[config.mk]
export PLATFORM = sky130hd
export DESIGN_NAME = recv_init_draw
export DESIGN_NICKNAME = d
export VERILOG_FILES = /design/src/rtl/recv_init_draw_pkg.sv /design/src/rtl/recv_init_draw_card_dup_tracker.sv /design/src/rtl/recv_init_draw.sv
export SDC_FILE = /design/constraint.sdc
export NUM_CORES = 1
export LEC_CHECK = 0
export CAP_MARGIN = 30
export CORE_MARGIN = 4
export CORE_UTILIZATION = 40
export DETAILED_ROUTE_END_ITERATION = 6
export PLACE_DENSITY = 0.57
export SETUP_SLACK_MARGIN = 0.02
export SLEW_MARGIN = 20
export SYNTH_ARGS = -nofsm -noshare
export SYNTH_HDL_FRONTEND = slang
export SYNTH_SLANG_ARGS = --single-unit
[constraint.sdc]
create_clock -name clk -period 10.2 [get_ports clk]
set_input_delay 2.04 -clock clk [delete_from_list [all_inputs] [get_ports clk]]
set_output_delay 2.04 -clock clk [all_outputs]
set_load 0.02 [all_outputs]
[src/rtl/recv_init_draw_pkg.sv]
// recv_init_draw_pkg: shared player, game-state and message encodings for the initial-draw receive path
package recv_init_draw_pkg;
  localparam int P1 = 0;
  localparam int P2 = 1;
  localparam logic [3:0] P1_INIT_DRAW = 4'd1;
  localparam logic [3:0] P2_INIT_DRAW = 4'd2;
  localparam logic [3:0] MSG_STATE_CHANGE = 4'd1;
  localparam logic [3:0] MSG_DRAW_CARD = 4'd3;
  typedef enum logic [1:0] {IDLE, RECV, DONE, WAIT_EXIT} state_t;
endpackage

[src/rtl/recv_init_draw_card_dup_tracker.sv]
// recv_init_draw_card_dup_tracker: per-card-id copy counters answering "fewer than two copies seen"
module recv_init_draw_card_dup_tracker #(
  parameter int CARD_NUM = 54
) (
  input  logic       clk,
  input  logic       rst,
  input  logic       clr,
  input  logic       inc,
  input  logic [5:0] idx,
  output logic       ok
);
  logic [1:0] cnt [CARD_NUM];
  assign ok = (idx < 6'(CARD_NUM)) && (cnt[idx] < 2'd2);
  // clear all ids together; bump one id per accepted card
  always_ff @(posedge clk or posedge rst)
    if (rst) cnt <= '{default: '0};
    else if (clr) cnt <= '{default: '0};
    else if (inc) cnt[idx] <= cnt[idx] + 2'd1;
endmodule

[src/rtl/recv_init_draw.sv]
// recv_init_draw: consumes the opponent's initial DRAW_CARD messages, removes them from the deck and counts the hand
module recv_init_draw
  import recv_init_draw_pkg::*;
#(
  parameter int PLAYER = P1,
  parameter int INIT_CARDS = 14,
  parameter int CARD_NUM = 54
) (
  input  logic       clk,
  input  logic       rst,
  input  logic       interboard_rst,
  input  logic [3:0] cur_game_state,
  input  logic       interboard_en,
  input  logic [3:0] interboard_msg_type,
  input  logic [5:0] interboard_card,
  output logic       deck_take_en,
  output logic [5:0] deck_take_card,
  output logic [4:0] opp_hand_cnt,
  output logic       init_draw_recv_done,
  output logic       init_draw_err
);
  localparam logic [4:0] init_lim = 5'(INIT_CARDS);
  state_t state;
  logic active, take, clr, ok;
  assign active = (PLAYER == P1 && cur_game_state == P2_INIT_DRAW) ||
                  (PLAYER == P2 && cur_game_state == P1_INIT_DRAW);
  assign take = state == RECV && active && interboard_en &&
                interboard_msg_type == MSG_DRAW_CARD && ok && opp_hand_cnt < init_lim;
  assign clr = interboard_rst || (state == IDLE && active);
  recv_init_draw_card_dup_tracker #(.CARD_NUM(CARD_NUM)) u_dup (
    .clk(clk),
    .rst(rst),
    .clr(clr),
    .inc(take),
    .idx(interboard_card),
    .ok(ok)
  );
  // phase sequencing; the count and id tracker update on the accepting edge so back-to-back cards see fresh state
  always_ff @(posedge clk or posedge rst)
    if (rst) begin
      state <= IDLE;
      deck_take_en <= 1'b0;
      deck_take_card <= '0;
      opp_hand_cnt <= '0;
      init_draw_recv_done <= 1'b0;
      init_draw_err <= 1'b0;
    end else if (interboard_rst) begin
      state <= IDLE;
      deck_take_en <= 1'b0;
      deck_take_card <= '0;
      opp_hand_cnt <= '0;
      init_draw_recv_done <= 1'b0;
      init_draw_err <= 1'b0;
    end else begin
      deck_take_en <= take;
      init_draw_recv_done <= 1'b0;
      if (take) begin
        deck_take_card <= interboard_card;
        opp_hand_cnt <= opp_hand_cnt + 5'd1;
      end
      case (state)
        IDLE: if (active) begin
          state <= RECV;
          opp_hand_cnt <= '0;
          init_draw_err <= 1'b0;
        end
        RECV: if (!active) state <= IDLE;
        else if (interboard_en) begin
          if (interboard_msg_type == MSG_STATE_CHANGE) begin
            state <= DONE;
            init_draw_recv_done <= 1'b1;
            init_draw_err <= init_draw_err || opp_hand_cnt != init_lim;
          end else if (!take) init_draw_err <= 1'b1;
        end
        DONE: state <= WAIT_EXIT;
        WAIT_EXIT: if (!active) state <= IDLE;
      endcase
    end
endmodule

[Word level (Yosys, flattened, before mapping)]
Index checks and enable logic that the tools add are counted.
Operators by class
  magnitude comparators: 5
  $add $sub $neg: 2
  reduce and logical (&&, ||, !) cells: 16
  muxes and demuxes: 34
  equality and inequality tests: 14
  bitwise operators: 1
Operators with widths (count)
  $mux W108: 2
  $bwmux W108: 1
  $mux W5: 4
  $mux W2: 9
  $bmux W2 S6: 1
  $demux W2 S6: 1
  $mux W1: 12
  $mux W6: 2
  $ne A3 B3 Y1 const B: 4
  $eq A4 B2 Y1 const B: 2
  $logic_and A1 B1 Y1: 8
  $ne A4 B3 Y1 const B: 2
  $pmux W2 S4: 1
  $ge A7 B7 Y1 const B: 1
  $lt A7 B1 Y1 const B: 1
  $not A6 Y7: 1
  $lt A6 B6 Y1 const B: 1
  $add A5 B1 Y5 const B: 1
  $lt A5 B4 Y1 const B: 1
  $ne A5 B4 Y1 const B: 1
  $reduce_and A5 Y1: 1
  $eq A2 B2 Y1 const B: 2
  $eq A4 B1 Y1 const B: 1
  $ne A4 B4 Y1 const B: 1
  other kinds (9): 11
Storage, ports and cells
  input port bits: 18
  logic and storage cells: 132
  output and inout port bits: 14
  register bits after elaboration: 124

[Logic depth before layout (Yosys ltp)]
Gate-level depths: netlist of the first run.
  depth in word-level cells: 14
  depth in mapped cells: 13
  mapped depth without buffers: 7

[Hierarchy]
A second synthesis of the first run with hierarchy kept.
Second synthesis, totals
  cell total of the unflattened synthesis: 697
  area, all modules: 6453.7 um2
By module, submodules not included
  recv_init_draw_card_dup_tracker: cells an instance 607, times used 1, area an instance 5567.8 um2
  recv_init_draw: cells an instance 90, times used 1, area an instance 885.8 um2

[Least setup slack after synthesis of the first run]
No wires, ideal clock.
  path type: input to register
  start point: in cur_game_state[3]
  end point: reg u_dup.cnt[32] in the netlist's numbering
  data required time: 10071 ps
  stages on the path: 9
  data arrival time: 4165 ps
  buffers on the path: 3
  path slack: 5906 ps
  cell sequence: or4b_1 clkbuf_1 nor4_2 o2111ai_2 or3_1 buf_2 buf_2 o211ai_1 o31ai_1
Between the ends
  longest elaborated chain between the ends: 7
  elaborated cells between the ends (all ways): 10
RTL lines
  from (decl): RTL line recv_init_draw.sv:12  | input logic [3:0] cur_game_state,
  $eq A4 B2 Y1 *: RTL line recv_init_draw.sv:25  | assign active = (PLAYER == P1 && cur_game_state == P2_INIT_DRAW) ||
  $logic_and A1 B1 Y1 (3 in a row): RTL line recv_init_draw.sv:27  | assign take = state == RECV && active && interboard_en &&
  $logic_and A1 B1 Y1 (2 in a row): RTL line recv_init_draw.sv:28  | interboard_msg_type == MSG_DRAW_CARD && ok && opp_hand_cnt < init_lim;
  $reduce_bool A2 Y1 (no source line)
  to (signal, indexed assignment): RTL line recv_init_draw_card_dup_tracker.sv:18  | else if (inc) cnt[idx] <= cnt[idx] + 2'd1;
  to (decl): RTL line recv_init_draw_card_dup_tracker.sv:12  | logic [1:0] cnt [CARD_NUM];
Mark *: on every way between the ends. The rest lies on a longest branch, timed or not.
A chain may end at the register's enable or synchronous reset.

[Worst setup path after layout of the first run]
  start point: in interboard_card[2]
  end point: reg u_dup.cnt[106] in the netlist's numbering
Between the ends
  longest elaborated chain between the ends: 9
  elaborated cells between the ends (all ways): 19
RTL lines
  from (decl): RTL line recv_init_draw.sv:15  | input logic [5:0] interboard_card,
  parallel branches: the longest is 9 deep, another holds $add A2 B1 Y2
Parallel ways; which one is timed is not known. The select of a mux whose other input is x is not followed.

==> out/summary.txt, run 1 <==
complex-gate fraction of the synthesized area = 0.251
initial DRC count = 648
Clock H-tree levels = 4
I/O Pins = 32
critical-path cell list = clkdlybuf4s50_1 -> buf_4 -> nor2b_1 -> a22oi_1 -> o22a_1 -> a21oi_1 -> and4bb_2 -> nand2_2 -> buf_4 -> o41ai_1
DRC errors left = 0
via count = 5834
Post-Syn Area = 6750 µm²
Setup Total Neg Slack = 0 ns
placed inst area = 7060 µm²
height of the die = 138 µm
Max-Cap Viols = 0
Worst-Skew Late Latency = 0.43 ns
status = completed
Req. time, crit path = 10.46 ns
RSZ-0062 raised after global routing = no
DR pass1 iterations = 5
fmax = 185 MHz
mux contribution to synthesized area = 0.0674
Tightest Pin Transition = 0.963 ns
xor/xnor share of the synthesized area = 0
Area contributors post-synth = dfrtp_1 46%, a32o_1 6.8%, o311ai_1 3.5%
Post-Route WL = 20400 µm
Post-CTS Setup Bufs = 0
largest area contributor in the netlist = dfrtp_1
CP Launch Point = interboard_card[2]
layout cell share with drive strength beyond 1 = 0.116
starting density of the core = 0.407
Critical Path End Type = register
initial antenna violation count = 0
min-delay src = u_dup.cnt[7]
hold depth = 1
most frequent CP cell = buf_4
vias in the first global route = 5633
Syn Nets = 680
core area = 16600 µm²
Max stage delay on crit path = 0.68 ns
post-synthesis area per instance = 10.2 µm²
# hold bufs at CTS = 0
Max IR drop VDD = 0.000114 V
synthesized flop and latch total = 124
final instance area = 7670 µm²
post-synthesis adder-cell area fraction = 0.00371
R2R Setup Slk = 7.01 ns
largest net degree at the start of global routing = 92
LEAKAGE = 3.15 nW
most common library cell in the layout ignoring fill and taps = dfrtp_1
placed cell count = 842
worst reg2reg startpoint = u_dup.cnt[21]
Synth Flop Type = dfrtp_1
commonest non-fill, non-tap cells in the layout = 124 x dfrtp_1, 50 x nand2_1, 46 x a32o_1
Post-Place Worst Slack = 4.26 ns
via density per instance = 6.68
Hold Slack = 0.486 ns
Area growth syn-to-layout = 13.6%
HPWL after DPL = 12200 µm
total die area = 19000 µm²
Max Slew Vio Count = 0
Netlist cell types = 62
CTS buffer count = 17
Tcrit/Tclk final = 0.531
first-pass GRT wire length = 32300 µm
Final setup violation count = 0
Startpoint Class = input pin
Routed wire per std cell = 23.3 µm
Rows = 47
Crit path arrival time = 5.67 ns
Clock Sink Count = 124
area of the multi-input gates = 3250 µm²
Post-synth EDFFs = 0
WHS Endpoint = u_dup.cnt[7]
clock transition at the registers of the reported paths = 0.05 ns
Setup CP Type = in -> reg
largest family of logic cells by synthesized area = compound AO/OA/AOI/OAI gates
clock buffer depth = 2
Antenna Nets Post-Route = 0
Power Density = 156 nW/µm²
Seq/Total Area, Yosys = 0.460
fin cells = 874
fillers = 1570
ant diodes = 0
simple-gate portion of the synthesized area = 0.158
Hold Path Class = reg -> reg
# nets final = 662
register area = 3100 µm²
skew final = 0.00982 ns
root buffer cell = clkbuf_16
port bufs = 31
Synth Warn # = 0
asr flop ratio synth = 1.00
Die W = 138 µm
Final min period = 5.41 ns
CP max stage cell = buf_4
synthesized instance count = 660
Hold Fails Final Rpt = 0
gr usage total = 0.223
RePlAce Congestion = 0.868
CTS tree = done
CP Max Fanout = 77
Critical R2R Capture = opp_hand_cnt[4]
Reg2Reg Depth = 8
relative slew slack = 0.358
post-synth top area share = 0.460
Setup WS post-layout = 4.79 ns
CTS resizes = 0
total gr overflow = 0
## metal layers
layer / wire, µm / vias to the layer above / GRT usage
met5: 0 / - / 0
met4: 473 / 0 / 0.0884
met3: 1360 / 39 / 0.0439
met2: 9400 / 274 / 0.340
met1: 9170 / 2935 / 0.314
li1: - / 2586 / -
## report_power, final
group	switching, mW	total [mW]	internal [mW]
combinational	0.0662	0.0855	0.0193
sequential	0.000382	0.493	0.493
clock	0.225	0.618	0.393
## cells in the mapped netlist (3+ instances only)
cell type,count
mux4_2,6
buf_2,24
a31oi_1,5
buf_6,6
o211ai_1,23
nor2_1,35
clkbuf_1,48
inv_1,7
o311ai_0,5
dfrtp_1,124
a22o_1,10
a22oi_1,7
a21oi_1,17
nor2b_1,4
nand3b_1,4
a221o_1,5
o21ai_0,10
nand3_1,18
nand2b_1,8
o31ai_1,20
mux2i_1,17
nor3_1,30
o41ai_1,10
nand2_1,51
o22a_1,3
mux2_2,12
and3_1,9
a32o_1,46
nand4_1,24
o311ai_1,27
or3_1,3
## worst max-delay path, delay by kind of cell
kind | cells | cell delay (ns)
buffers and inverters | 3 | 1.48
and+or+nand+nor | 3 | 1.27
AOI/OAI and AO/OA | 4 | 0.74
## worst max-delay path by stage
stage / to / slack [ns] / cells after the start
detailed placement: u_dup.cnt[78] / 4.26 / 8
global route: u_dup.cnt[106] / 4.68 / 10
finish: u_dup.cnt[106] / 4.79 / 10
floorplan: deck_take_card[0] / 4.86 / 1
global placement: u_dup.cnt[78] / 4.39 / 9
CTS: u_dup.cnt[78] / 4.72 / 9
## through the flow
stage | util | total power [mW]
2_1_floorplan | - | 0.558
3_3_place_gp | 0.424 | 0.584
3_5_place_dp | 0.426 | 0.586
4_1_cts | 0.462 | 1.20
5_1_grt | 0.463 | 1.24
6_report | 0.463 | 1.20
## cell families after synthesis
logic type / Yosys count
buffers and inverters: 87
AO/OA/AOI/OAI: 205
adder cells (fa/ha/maj): 2
AND/OR/NAND/NOR: 206
multiplexers: 36
flip-flops: 124
## area by class of cell
class / instances / area share
Timing Repair Buffer: 43 / 0.0540
Clock buffer: 19 / 0.0590
Tap cell: 220 / 0.0359
Inverter: 7 / 0.00375
Clock inverter: 12 / 0.0191
Sequential cell: 124 / 0.405
Multi-Input combinational cell: 449 / 0.424
## registers in the layout (all words and copies together) (netlist names)
register             count
init_draw_err            1
opp_hand_cnt             5
u_dup.cnt              108
state                    2
deck_take_card           6
init_draw_recv_done      1
deck_take_en             1
No activity file was read; power rests on OpenSTA's default activity.
==> inputs of run 2 (changes only) <==
==> constraint.sdc (replaced) <==
create_clock -name clk -period 5.7 [get_ports clk]
set_input_delay 1.14 -clock clk [delete_from_list [all_inputs] [get_ports clk]]
set_output_delay 1.14 -clock clk [all_outputs]
set_load 0.02 [all_outputs]
==> run 2 against run 1 <==
Sequential share of layout area down 0.28 points; cell area up 0.69%; combinational power up 85%; count of clock-buffer cells in the layout up 6; global-route usage up 0.73 points; cell count up 0.69%; clock skew down 0.00055 ns; hold slack better by 0.0013 ns; wire length up 2.8%; clock power up 76%; core utilization up 0.32 points; critical path type unchanged; critical endpoint is now u_dup.cnt[76]; largest cell class unchanged.
==> out/summary.txt, run 2 (synthesized netlist as in run 1, its figures left out) <==
Req. time, crit path = 5.99 ns
Die W = 138 µm
Largest register FFs = 108
Largest Register = u_dup.cnt
critical-path cell list = clkdlybuf4s50_1 -> nor2b_1 -> a22oi_1 -> o22a_1 -> a21oi_1 -> and4bb_2 -> nand2_2 -> buf_12 -> o41ai_1
RePlAce Congestion = 0.869
Tcrit/Tclk final = 0.794
Post-Route WL = 21000 µm
initial DRC count = 606
Worst-Skew Late Latency = 0.42 ns
Setup CP Type = in -> reg
Setup WS post-layout = 1.17 ns
via count = 5851
status = completed
Max-Cap Viols = 0
biggest regs = u_dup.cnt: 108 flops, deck_take_card: 6 flops, opp_hand_cnt: 5 flops
I/O Pins = 32
vias in the first global route = 5778
sequential power share = 0.414
Post-Place Worst Slack = 0.786 ns
DRC errors left = 0
P_sw = 0.505 mW
Clock Sink Count = 124
final instance area = 7720 µm²
CP max stage cell = clkdlybuf4s50_1
# nets final = 668
combinational power share = 0.074
Crit path arrival time = 4.82 ns
CTS resizes = 0
RSZ-0062 raised after global routing = no
ant diodes = 0
Clock Power Share = 0.512
clock buffer depth = 2
fillers = 1571
first-pass GRT wire length = 33300 µm
placed cell count = 848
CTS buffer count = 17
Critical Path End Type = register
crit-path leading delay family = simple AND/OR/NAND/NOR gates
Final setup violation count = 0
Max stage delay on crit path = 0.90 ns
starting density of the core = 0.407
Antenna Nets Post-Route = 0
initial antenna violation count = 0
via density per instance = 6.65
Startpoint Class = input pin
switching share of total power = 0.237
clock transition at the registers of the reported paths = 0.05 ns
HPWL after DPL = 12900 µm
Routed wire per std cell = 23.8 µm
Clock H-tree levels = 4
Hold Fails Final Rpt = 0
Hold Path Class = reg -> reg
Final min period = 4.53 ns
R2R Setup Slk = 2.58 ns
Post-CTS Setup Bufs = 0
largest net degree at the start of global routing = 69
Rows = 47
fmax = 221 MHz
CP Max Fanout = 68
Setup Total Neg Slack = 0 ns
fin cells = 880
LEAKAGE = 3.19 nW
relative slew slack = 0.371
total die area = 19000 µm²
Max Slew Vio Count = 0
Tightest Pin Transition = 0.944 ns
Area growth syn-to-layout = 14.4%
skew final = 0.00927 ns
# hold bufs at CTS = 0
port bufs = 31
DR pass1 iterations = 5
height of the die = 138 µm
Max IR drop VDD = 0.000216 V
gr usage total = 0.230
Power Density = 276 nW/µm²
total gr overflow = 0
root buffer cell = clkbuf_16
CTS tree = done
P_int = 1.63 mW
placed inst area = 7110 µm²
Worst Path Buf+Inv = 2
commonest non-fill, non-tap cells in the layout = 124 x dfrtp_1, 50 x nand2_1, 46 x a32o_1
Hold Slack = 0.487 ns
layout cell share with drive strength beyond 1 = 0.123
most common library cell in the layout ignoring fill and taps = dfrtp_1
core area = 16600 µm²
[run 2: changes by cell type in the layout (fill, tap and decap cells not counted), sizes merged]
cell and change:
buf +6, clkbuf +6, clkinv -3, clkinvlp -2, bufinv -1
[run 2: through the flow]
| step | total power [mW] | util |
|---|---|---|
| final | 2.13 | 0.466 |
| after global routing | 2.20 | 0.466 |
| after CTS | 2.15 | 0.465 |
| after detailed placement | 1.05 | 0.429 |
| after global placement | 1.05 | 0.429 |
| after floorplan | 0.999 | - |
[run 2: path summary, 6_finish.rpt]
kind                                     from             to  cells past startpoint
min in group asynchronous                 rst  u_dup.cnt[29]                      2
max                        interboard_card[2]  u_dup.cnt[76]                      9
max reg2reg                   opp_hand_cnt[4]  u_dup.cnt[44]                      8
max in group asynchronous                 rst  u_dup.cnt[42]                      3
min                             u_dup.cnt[71]  u_dup.cnt[71]                      1
min reg2reg                     u_dup.cnt[71]  u_dup.cnt[71]                      1
[run 2: worst reg2reg max path, stage by stage (launching register included)]
cell	delay [ns]
dfrtp_1	0.41
and4b_1	0.25
nand4_1	0.12
nor4_2	0.43
o2111ai_2	0.34
or2_1	0.62
buf_4	0.37
o311ai_0	0.34
nand2_1	0.10
[run 2: area by class of cell]
type | count | area, µm² | area share
Multi-Input combinational cell | 449 | 3250 | 0.421
Sequential cell | 124 | 3100 | 0.402
Clock buffer | 25 | 515 | 0.0667
Timing Repair Buffer | 49 | 468 | 0.0606
Tap cell | 220 | 275 | 0.0356
Clock inverter | 6 | 82.6 | 0.0107
Inverter | 7 | 28.8 | 0.00373
[run 2: power by group through the flow]
stage	Clock [mW]	Sequential [mW]	Combinational, mW
3_3_place_gp	0	0.898	0.155
3_5_place_dp	0	0.898	0.156
5_1_grt	1.15	0.882	0.170
4_1_cts	1.11	0.882	0.156
6_report	1.09	0.882	0.158
2_1_floorplan	0	0.898	0.100
[run 2: metal layers]
layer | part of all wire | wire [µm] | vias up | track usage
li1 | - | - | 2579 | -
met1 | 0.44 | 9200 | 2985 | 0.328
met2 | 0.47 | 9760 | 251 | 0.347
met3 | 0.071 | 1500 | 36 | 0.0519
met4 | 0.024 | 511 | 0 | 0.0785
met5 | 0 | 0 | - | 0
==> inputs of run 3 (changes only) <==
==> constraint.sdc (replaced) <==
create_clock -name clk -period 4.3 [get_ports clk]
set_input_delay 0.86 -clock clk [delete_from_list [all_inputs] [get_ports clk]]
set_output_delay 0.86 -clock clk [all_outputs]
set_load 0.02 [all_outputs]
==> run 3 against run 2 <==
Combinational power up 39%; non-clock buffer count up 15; count of clock-buffer cells in the layout down 5; via count up 1.9%; cell count up 1.5%; sequential cell count unchanged; power up 26%; sequential share of layout area down 0.28 points; hold slack better by 0.0049 ns; clock skew down 0.0023 ns; register-to-register slack worse by 1.2 ns; sequential power up 33%; critical path type unchanged; critical endpoint is now u_dup.cnt[28].
==> out/summary.txt, run 3 (synthesized netlist as in run 1, its figures left out) <==
RSZ-0062 raised after global routing = no
Largest Register = u_dup.cnt
I/O Pins = 32
Largest register FFs = 108
commonest non-fill, non-tap cells in the layout = 124 x dfrtp_1, 50 x nand2_1, 46 x a32o_1
core area = 16600 µm²
initial DRC count = 816
total gr overflow = 0
# hold bufs at CTS = 0
Antenna Nets Post-Route = 0
gr busiest metal = met2
height of the die = 138 µm
Final setup violation count = 0
root buffer cell = clkbuf_16
CTS buffer count = 17
total design power = 2.69 mW
met2 Use GR = 0.349
switching share of total power = 0.248
status = completed
Post-Place Worst Slack = 0.322 ns
biggest regs = u_dup.cnt: 108 flops, deck_take_card: 6 flops, opp_hand_cnt: 5 flops
total die area = 19000 µm²
first-pass GRT wire length = 33800 µm
CTS tree = done
DR pass1 iterations = 5
layout cell share with drive strength beyond 1 = 0.140
clock transition at the registers of the reported paths = 0.05 ns
critical-path cell list = clkdlybuf4s50_1 -> or4b_1 -> nor4_2 -> o2111ai_2 -> or3_1 -> o211ai_1 -> o41ai_1
Max Slew Vio Count = 0
HPWL after DPL = 13300 µm
Crit path arrival time = 3.86 ns
Max stage delay on crit path = 0.73 ns
CP Max Fanout = 24
via count = 5964
hold depth = 1
initial antenna violation count = 0
Die W = 138 µm
Power Density = 345 nW/µm²
Routed wire per std cell = 23.5 µm
largest net degree at the start of global routing = 78
final instance area = 7780 µm²
via density per instance = 6.68
RePlAce Congestion = 0.884
Clock Power Share = 0.483
CP max stage cell = or3_1
P_int = 2.02 mW
# nets final = 683
most common library cell in the layout ignoring fill and taps = dfrtp_1
Setup WS post-layout = 0.707 ns
met3 usage in global routing = 0.0530
Startpoint Class = input pin
Rows = 47
Clock H-tree levels = 4
ant diodes = 0
relative slew slack = 0.368
Tcrit/Tclk final = 0.836
Max-Cap Viols = 0
Post-CTS Setup Bufs = 0
skew final = 0.00698 ns
Worst-Skew Late Latency = 0.42 ns
vias in the first global route = 5932
Setup CP Type = in -> reg
fmax = 278 MHz
clock buffer depth = 2
combinational power share = 0.082
GR Layer Usage met1 = 0.330
Hold Fails Final Rpt = 0
Max IR drop VDD = 0.000278 V
Clock Sink Count = 124
Final min period = 3.59 ns
sequential power share = 0.435
final core utilization = 0.469
Reg2Reg Depth = 7
Hold Path Class = reg -> reg
CTS resizes = 0
placed inst area = 7260 µm²
Req. time, crit path = 4.56 ns
Tightest Pin Transition = 0.946 ns
port bufs = 31
Area growth syn-to-layout = 15.2%
gr usage total = 0.233
LEAKAGE = 3.23 nW
Critical Path End Type = register
DRC errors left = 0
Setup Total Neg Slack = 0 ns
P_sw = 0.666 mW
starting density of the core = 0.407
Post-Route WL = 21000 µm
run 3: cell count changes in the layout (fill, tap and decap cells not counted), sizes merged:
cell | before | now
clkinvlp | 1 | 2
bufinv | 2 | 1
buf | 20 | 35
clkinv | 3 | 6
clkbuf | 25 | 20
run 3: area by class of cell:
cell class                 instances  area (µm²)
clock buffer                      20         447
fill                            1542        8810
tap                              220         275
inverter                           7        28.8
timing repair buffer              64         598
sequential                       124        3100
multi-input combinational        449        3250
clock inverter                     9        75.1
run 3: worst paths after layout:
kind                                   endpoint               from  slack (ns)
worst max-delay path              u_dup.cnt[28]  cur_game_state[3]        0.71
worst min register to register    u_dup.cnt[97]      u_dup.cnt[97]        0.49
worst min-delay path              u_dup.cnt[97]      u_dup.cnt[97]        0.49
min in group asynchronous         u_dup.cnt[33]                rst        0.89
max in group asynchronous       opp_hand_cnt[0]                rst        2.55
worst max register to register    u_dup.cnt[28]      u_dup.cnt[21]        1.41
run 3: worst max-delay path, delay by kind of cell:
family | cells | cell delay, ns
AO/OA/AOI/OAI | 3 | 0.71
buffers and inverters | 1 | 0.40
AND/OR/NAND/NOR | 3 | 1.88
run 3: per-stage QoR:
step | instances | hold WS, ns
2_1_floorplan | 660 | 0.458
3_3_place_gp | 864 | 0.471
3_5_place_dp | 864 | 0.481
4_1_cts | 893 | 0.493
5_1_grt | 893 | 0.501
6_report | 893 | 0.492
run 3: power groups by stage:
stage / registers (mW) / logic, mW / clock network, mW
after floorplan: 1.19 / 0.133 / 0
after global routing: 1.17 / 0.236 / 1.37
after CTS: 1.17 / 0.218 / 1.32
after detailed placement: 1.19 / 0.217 / 0
after global placement: 1.19 / 0.215 / 0
final: 1.17 / 0.220 / 1.30
run 3: routing by layer:
| layer | vias to the layer above | wire, µm | share of wire |
|---|---|---|---|
| li1 | 2601 | - | - |
| met1 | 3041 | 9100 | 0.43 |
| met2 | 288 | 9730 | 0.46 |
| met3 | 34 | 1730 | 0.082 |
| met4 | 0 | 423 | 0.020 |
| met5 | - | 0 | 0 |
